<file path="src/rtl/sr_pkg.sv">
// Shared types and the per-channel next-state rule for the SR register bank.
// The same rule is used by the RTL and any reference model.
package sr_pkg;

  typedef enum logic [1:0] {
    SR_SET_DOM = 2'd0,
    SR_RST_DOM = 2'd1,
    SR_HOLD    = 2'd2,
    SR_TOGGLE  = 2'd3
  } sr_mode_e;

  function automatic logic sr_next(input logic q, input logic s, input logic r,
                                   input sr_mode_e mode);
    logic nq;
    nq = q;
    if (s && r) begin
      case (mode)
        SR_SET_DOM: nq = 1'b1;
        SR_RST_DOM: nq = 1'b0;
        SR_HOLD:    nq = q;
        default:    nq = ~q;
      endcase
    end else if (s) begin
      nq = 1'b1;
    end else if (r) begin
      nq = 1'b0;
    end
    return nq;
  endfunction

endpackage

</file>
<file path="src/rtl/sr_sync.sv">
// Multi-stage flop synchronizer with synchronous active-low clear.
// STAGES=0 collapses to a wire so the caller sees the raw input.
module sr_sync #(
  parameter int WIDTH  = 1,
  parameter int STAGES = 2
) (
  input  logic             clk,
  input  logic             rst_n,
  input  logic [WIDTH-1:0] din,
  output logic [WIDTH-1:0] dout
);

  generate
    if (STAGES == 0) begin : g_bypass
      assign dout = din;
    end else begin : g_flops
      logic [WIDTH-1:0] stg [STAGES];

      always_ff @(posedge clk) begin
        if (!rst_n) begin
          for (int k = 0; k < STAGES; k++) stg[k] <= '0;
        end else begin
          stg[0] <= din;
          for (int k = 1; k < STAGES; k++) stg[k] <= stg[k-1];
        end
      end

      assign dout = stg[STAGES-1];
    end
  endgenerate

endmodule

</file>
<file path="src/rtl/sr_reg_bank.sv">
// Bank of clocked SR flip-flops with selectable set&reset resolution,
// sticky per-channel conflict flags and a saturating conflict counter.
module sr_reg_bank
  import sr_pkg::*;
#(
  parameter int                NUM_CH      = 8,
  parameter int                SYNC_STAGES = 2,
  parameter logic [NUM_CH-1:0] RESET_VAL   = '0,
  parameter int                CNT_W       = 8
) (
  input  logic              clk,
  input  logic              rst_n,
  input  logic [NUM_CH-1:0] set,
  input  logic [NUM_CH-1:0] reset,
  input  sr_mode_e          mode,
  input  logic              clr_conflict,
  output logic [NUM_CH-1:0] q,
  output logic [NUM_CH-1:0] q_not,
  output logic [NUM_CH-1:0] conflict,
  output logic [CNT_W-1:0]  conflict_cnt
);

  logic [NUM_CH-1:0] s_set;
  logic [NUM_CH-1:0] s_reset;
  logic [NUM_CH-1:0] both;
  logic              any_both;

  sr_sync #(.WIDTH(NUM_CH), .STAGES(SYNC_STAGES)) u_sync_set (
    .clk   (clk),
    .rst_n (rst_n),
    .din   (set),
    .dout  (s_set)
  );

  sr_sync #(.WIDTH(NUM_CH), .STAGES(SYNC_STAGES)) u_sync_reset (
    .clk   (clk),
    .rst_n (rst_n),
    .din   (reset),
    .dout  (s_reset)
  );

  assign both     = s_set & s_reset;
  assign any_both = |both;

  generate
    for (genvar i = 0; i < NUM_CH; i++) begin : g_ch
      logic q_ch;

      always_ff @(posedge clk) begin
        if (!rst_n) q_ch <= RESET_VAL[i];
        else        q_ch <= sr_next(q_ch, s_set[i], s_reset[i], mode);
      end

      assign q[i] = q_ch;
    end
  endgenerate

  // Inverter straight off the state flop keeps q_not complementary in every cycle.
  assign q_not = ~q;

  // A conflict on the clearing edge survives the clear.
  always_ff @(posedge clk) begin
    if (!rst_n) begin
      conflict     <= '0;
      conflict_cnt <= '0;
    end else begin
      conflict <= (clr_conflict ? '0 : conflict) | both;
      if (clr_conflict) begin
        conflict_cnt <= any_both ? CNT_W'(1) : '0;
      end else if (any_both && (conflict_cnt != {CNT_W{1'b1}})) begin
        conflict_cnt <= conflict_cnt + CNT_W'(1);
      end
    end
  end

endmodule

</file>
<file path="config.mk">
export PLATFORM = sky130hd
export DESIGN_NAME = sr_reg_bank
export DESIGN_NICKNAME = d
export VERILOG_FILES = /design/src/rtl/sr_pkg.sv /design/src/rtl/sr_sync.sv /design/src/rtl/sr_reg_bank.sv
export SDC_FILE = /design/constraint.sdc
export NUM_CORES = 1
export LEC_CHECK = 0
export ABC_AREA = 1
export CAP_MARGIN = 20
export CORE_ASPECT_RATIO = 0.8
export CORE_MARGIN = 2
export CORE_UTILIZATION = 40
export CTS_CLUSTER_SIZE = 16
export DETAILED_ROUTE_END_ITERATION = 12
export PLACE_DENSITY_LB_ADDON = 0.05
export SYNTH_ARGS = -nofsm -noshare
export SYNTH_HDL_FRONTEND = slang
export SYNTH_SLANG_ARGS = --single-unit
</file>
<file path="constraint.sdc">
create_clock -name clk -period 1.4 [get_ports clk]
set_input_delay 0.28 -clock clk [delete_from_list [all_inputs] [get_ports clk]]
set_output_delay 0.28 -clock clk [all_outputs]
set_load 0.01 [all_outputs]
</file>
# After elaboration in Yosys (flattened, before gate mapping)
# Memory sizes are Yosys's and may differ from the RTL's.
# Cells that the tools add are included.
# Widths: inputs -> output; s select.
# op_classes
addsub	1
n_mul	0
n_div	0
magnitude_cmp	0
eq_ne	11
shifts	0
mux	42
n_bitwise	15
reduce_logical	28
# ops
operator	n
$mux 8	7
$mux 1	27
$pmux 1 s3	8
$reduce_bool 3->1	8
$ne 2x2->1 const B	8
$reduce_and 2->1	8
$logic_and 1x1->1	9
$add 8x1->8 const B	1
$and 8x8->8	1
$ne 8x8->1 const B	1
$not 1->1	8
$not 8->8	1
$or 8x8->8	1
$reduce_or 8->1	1
$or 1x1->1	4
$eq 2x1->1 const B	1
$eq 2x2->1 const B	1
$logic_not 2->1	1
$reduce_bool 2->1	1
# totals
ff_bits	24
latchBits	0
mem_bits_rw	32
rom_bits	0
inputBits	21
output_inout_bits	32
elab_cells	109
mem_count	2
# mem_list
name	depth	width	read_ports	rd_ports_with_merged_regs	wr	line_no	text
u_sync_reset.g_flops.stg	2	8	2	0	2	sr_sync.sv:17	logic [WIDTH-1:0] stg [STAGES];
u_sync_set.g_flops.stg	2	8	2	0	2	sr_sync.sv:17	

# Logic depth before layout (Yosys ltp)
# logic_depth
depth_word	5
ltp_mapped	9
depth_no_buf	9

# Modules after synthesis
# A second synthesis with hierarchy kept.
# unflattened
cells_unflattened	297
hier_area_um2	2371.0
# by_module_without_submodules
module	n_inst	cells_per_inst	area_each_um2	seq_area_each_um2
sr_reg_bank	1	181	1282.5	480.5
sr_sync	2	58	544.3	320.3

# Least setup slack after synthesis
# OpenSTA, ideal clock, no wires.
# synth_path
kind	flip-flop to flip-flop
startpoint	register conflict_cnt[0]
endpoint	register conflict_cnt[6]
setup_time_ns	0.131
arrival_time_ns	1.275
required_time_ns	1.269
setup_slack_ns	-0.006
stages_incl_launch_ff	9
path_buffers	0
period_less_slack_ns	1.406
path_cell_list	dfxtp_1 > ha_1 > nand2_2 > nor2_4 > nand3_4 > nand2_8 > nand2_4 > nand2_1 > a21oi_2
# synth_between
elab_chain_len	3
elab_cells_between_ends	6
classes_between	add/sub (1); eq/ne (1); mux (2); reduce/logical (2)
# synth_lines
item	line_no	text
start: declaration	sr_reg_bank.sv:20	output logic [CNT_W-1:0] conflict_cnt
start signal: assignment	sr_reg_bank.sv:69	conflict_cnt <= any_both ? CNT_W'(1) : '0;
start signal: assignment	sr_reg_bank.sv:71	conflict_cnt <= conflict_cnt + CNT_W'(1);
$add 8x1->8 / $ne 8x8->1 (equally long branches)	sr_reg_bank.sv:71, sr_reg_bank.sv:70	
$mux 8 / $logic_and 1x1->1 (equally long branches)	sr_reg_bank.sv:70	end else if (any_both && (conflict_cnt != {CNT_W{1'b1}})) begin
$mux 8 / $reduce_bool 2->1 (equally long branches)	--	
# Several ways; a longest one is shown, not always the timed one. The select of a mux whose other input is x is not followed.
# A chain may end at the register's enable or synchronous reset.

# Final worst setup path
# layout_path
startpoint	register conflict_cnt[0]
endpoint	output port conflict_cnt[0]
# No word-level cell between the ends.

==> results.toml <==
[critical_path]
rrSetupSlack_ns = 0.07
start_kind = "flop"
critPathArrivalTime_ns = 1.07
reg2reg_to = "conflict_cnt[5]$_SDFFE_PN0P_"
crit_fanout = 4
path_class = "reg2out"
path_cells = "buf_4 > dlygate4sd2_1"
crit_start = "conflict_cnt[0]$_SDFFE_PN0P_"
reg2reg_depth = 8
crit_required_ns = 1.12
critPathSlowestCell = "dfxtp_2"
critPathCaptureType = "output port"
rr_startpoint = "conflict_cnt[0]$_SDFFE_PN0P_"
max_stage_delay_ns = 0.35

[sta]
maxSlewHeadroom = 0.716
worst_clock_skew_ns = 0.0110
worstMarginPinSlew_ns = 0.426
setup_viol = 0
hold_viol = 0
fin_crit_sh = 0.963
post-route-min-period_ns = 1.35
fmax_ghz = 0.742
finalMaxSlewViolations = 0

[cells_and_area]
regArea_um2 = 1140
instances_no_fill = 411
drive_gt1_frac = 0.165
nets = 367
area_growth_pct = 35.4
fillCellCount = 518
multiInputGateArea_um2 = 876
n_antenna_cell = 0

[yosys]
synth_area_per_cell_um2 = 7.76
ys_types = 26
syn_inst = 285
synth_top_area_cell = "dfxtp_1"
syn_area_um2 = 2210
ys_seq_area_frac = 0.507
yosysWarnings = 0
synth_seq_cells = 56
syn_nets = 307
synth_area_leaders = "dfxtp_1 (51%), nand2_1 (14%), inv_1 (7.5%)"
yosysTopAreaCellShare = 0.507

[global_routing]
grt.overflow.total = 0
antenna_found_initial = 0
grt_pass1_vias = 1680
track_usage = 0.165
grt_pass1_wl_um = 7900
grt_max_degree = 27

[floorplan]
dieHeight_um = 70.5
ios = 53
core_area_um2 = 5410
dieArea_um2 = 6150
initial_utilization = 0.409
die_w_um = 87.1
fp-row-count = 24

[clock_network]
clock_sinks = 56
cts_tree = "yes"
cts_root_buf = "clkbuf_8"
clk_latency_ns = 0.31
cts_htree_levels = 2
ctsLongestPathBuffers = 2
path_clk_slew_ns = 0.10
cts_buffers = 5
cts_hold_buf = 0

[outcome]
status = "completed"

[hold_path]
worstHoldPathCells = 2
hp-start = "u_sync_set.g_flops.stg[0][3]$_SDFF_PN0_"
hold_path.class = "reg2reg"
holdPathEnd = "u_sync_set.g_flops.stg[0][11]$_SDFF_PN0_"

[pwr]
leakagePower_nw = 1.46
total_power_mw = 3.09
vdd_drop_max_mv = 0.482
p_per_area_nw_per_um2 = 1030

[run]
drv_cap = 0

[drt]
drtPass1Iterations = 5
drt_iter0_drc = 102
vias = 1851
wire_per_inst_um = 11.7
vias_per_cell = 4.50
drc_errors = 0
routed_wl_um = 4800
antenna_left = 0

[placement]
placedCellCount = 400
globalplace.congestion = 0.791
hpwl_um = 3500
port_buffers = 52
[per-stage QoR]
| step | setup slack (ns) | utilization | area [µm²] | hold WS, ns | setup TNS (ns) |
|---|---|---|---|---|---|
| after global routing | -0.00745 | 0.554 | 2990 | 0.439 | -0.00832 |
| after detailed placement | -0.124 | 0.526 | 2840 | 0.395 | -1.21 |
| after global placement | -0.0800 | 0.526 | 2840 | 0.393 | -0.900 |
| after CTS | 0.0246 | 0.541 | 2930 | 0.418 | 0 |
| after floorplan | 0.00374 | - | 2210 | 0.378 | 0 |
| final | 0.0514 | 0.554 | 2990 | 0.418 | 0 |
[worst max-delay path, delay by kind of cell, from the launching register on]
kind,cells,cell delay [ns]
buf+inv,2,0.42
flops,1,0.35
[worst max path at each step]
stage | endpoint | slack, ns | depth (start not counted)
after floorplan | conflict_cnt[6]$_SDFFE_PN0P_ | 0.004 | 8
final | conflict_cnt[0] | 0.05 | 2
after detailed placement | g_ch[0].q_ch$_SDFFE_PN0P_ | -0.12 | 5
after global routing | conflict_cnt[5]$_SDFFE_PN0P_ | -0.007 | 8
after CTS | conflict_cnt[5]$_SDFFE_PN0P_ | 0.02 | 8
after global placement | g_ch[4].q_ch$_SDFFE_PN0P_ | -0.08 | 5
[final cells by class]
cell class	count	share of cell area
flip-flops and latches	56	0.379
multi-input cells	167	0.293
repair buffers	68	0.205
inverters	47	0.0589
well taps	65	0.0272
clock buffers	5	0.0230
clock inverters	3	0.0142
[cell usage in the layout (no fill, tap or decap), types with 2 or more instances in the layout]
cell type / netlist / layout
nand2_1: 81 / 80
inv_1: 44 / 44
dfxtp_1: 56 / 44
dlygate4sd2_1: 0 / 32
nand3_1: 28 / 28
clkdlybuf4s50_1: 0 / 20
a21oi_1: 19 / 19
buf_4: 8 / 15
dfxtp_2: 0 / 12
o211ai_1: 8 / 8
nor2_2: 3 / 5
clkbuf_8: 0 / 5
nor2_1: 7 / 4
inv_2: 3 / 3
nand2_2: 3 / 3
xor2_1: 3 / 3
nand2_4: 1 / 2
nor2_4: 1 / 2
nand2_8: 1 / 2
o21bai_1: 2 / 2
o21ai_1: 2 / 2
[Yosys cell counts]
library cell  number
o21bai_1           2
nand3_1           28
nand4_1            1
nand2_4            1
dfxtp_1           56
nor3b_1            1
nand2_2            3
inv_1             44
nor2_4             1
xor2_1             3
nand2_1           81
buf_2              1
o211ai_1           8
inv_2              3
nand3_4            1
nor2_2             3
nand2_8            1
a21oi_2            1
nor2_1             7
a21boi_1           1
buf_4              8
clkbuf_1           7
a21oi_1           19
o21ai_1            2
or2_2              1
ha_1               1
[state kept, by name (all words and copies together) (netlist names)]
| name | cells |
|---|---|
| conflict | 8 |
| conflict_cnt | 8 |
| g_ch.q_ch | 8 |
| u_sync_reset.g_flops.stg | 16 |
| u_sync_set.g_flops.stg | 16 |
[logic make-up after synthesis]
logic type / synth area share
AND/OR/NAND/NOR: 0.266
buffers and inverters: 0.121
flip-flops: 0.507
AO/OA/AOI/OAI: 0.0888
XOR/XNOR: 0.0119
adder cells (fa/ha/maj): 0.00566
[power breakdown]
part	total, mW	internal, mW	switching [mW]
clock	1.06	0.530	0.531
combinational	0.322	0.161	0.162
sequential	1.70	1.66	0.0444
[what timing repair did]
| item | 4_1_cts | 5_1_grt |
|---|---|---|
| pin swaps | 0 | 6 |
| resized for setup | 42 | 10 |
| gates cloned | 0 | 1 |
| setup endpoints to repair | 32 | 6 |
| buffers inserted | 0 | 2 |
[layer usage]
metal / track usage / vias up / share of wire
li1: - / 994 / -
met1: 0.250 / 807 / 0.53
met2: 0.227 / 45 / 0.42
met3: 0.0414 / 5 / 0.045
met4: 0.0564 / 0 / 0.010
met5: 0 / - / 0
Note: power is estimated with default switching activity, not from simulation.
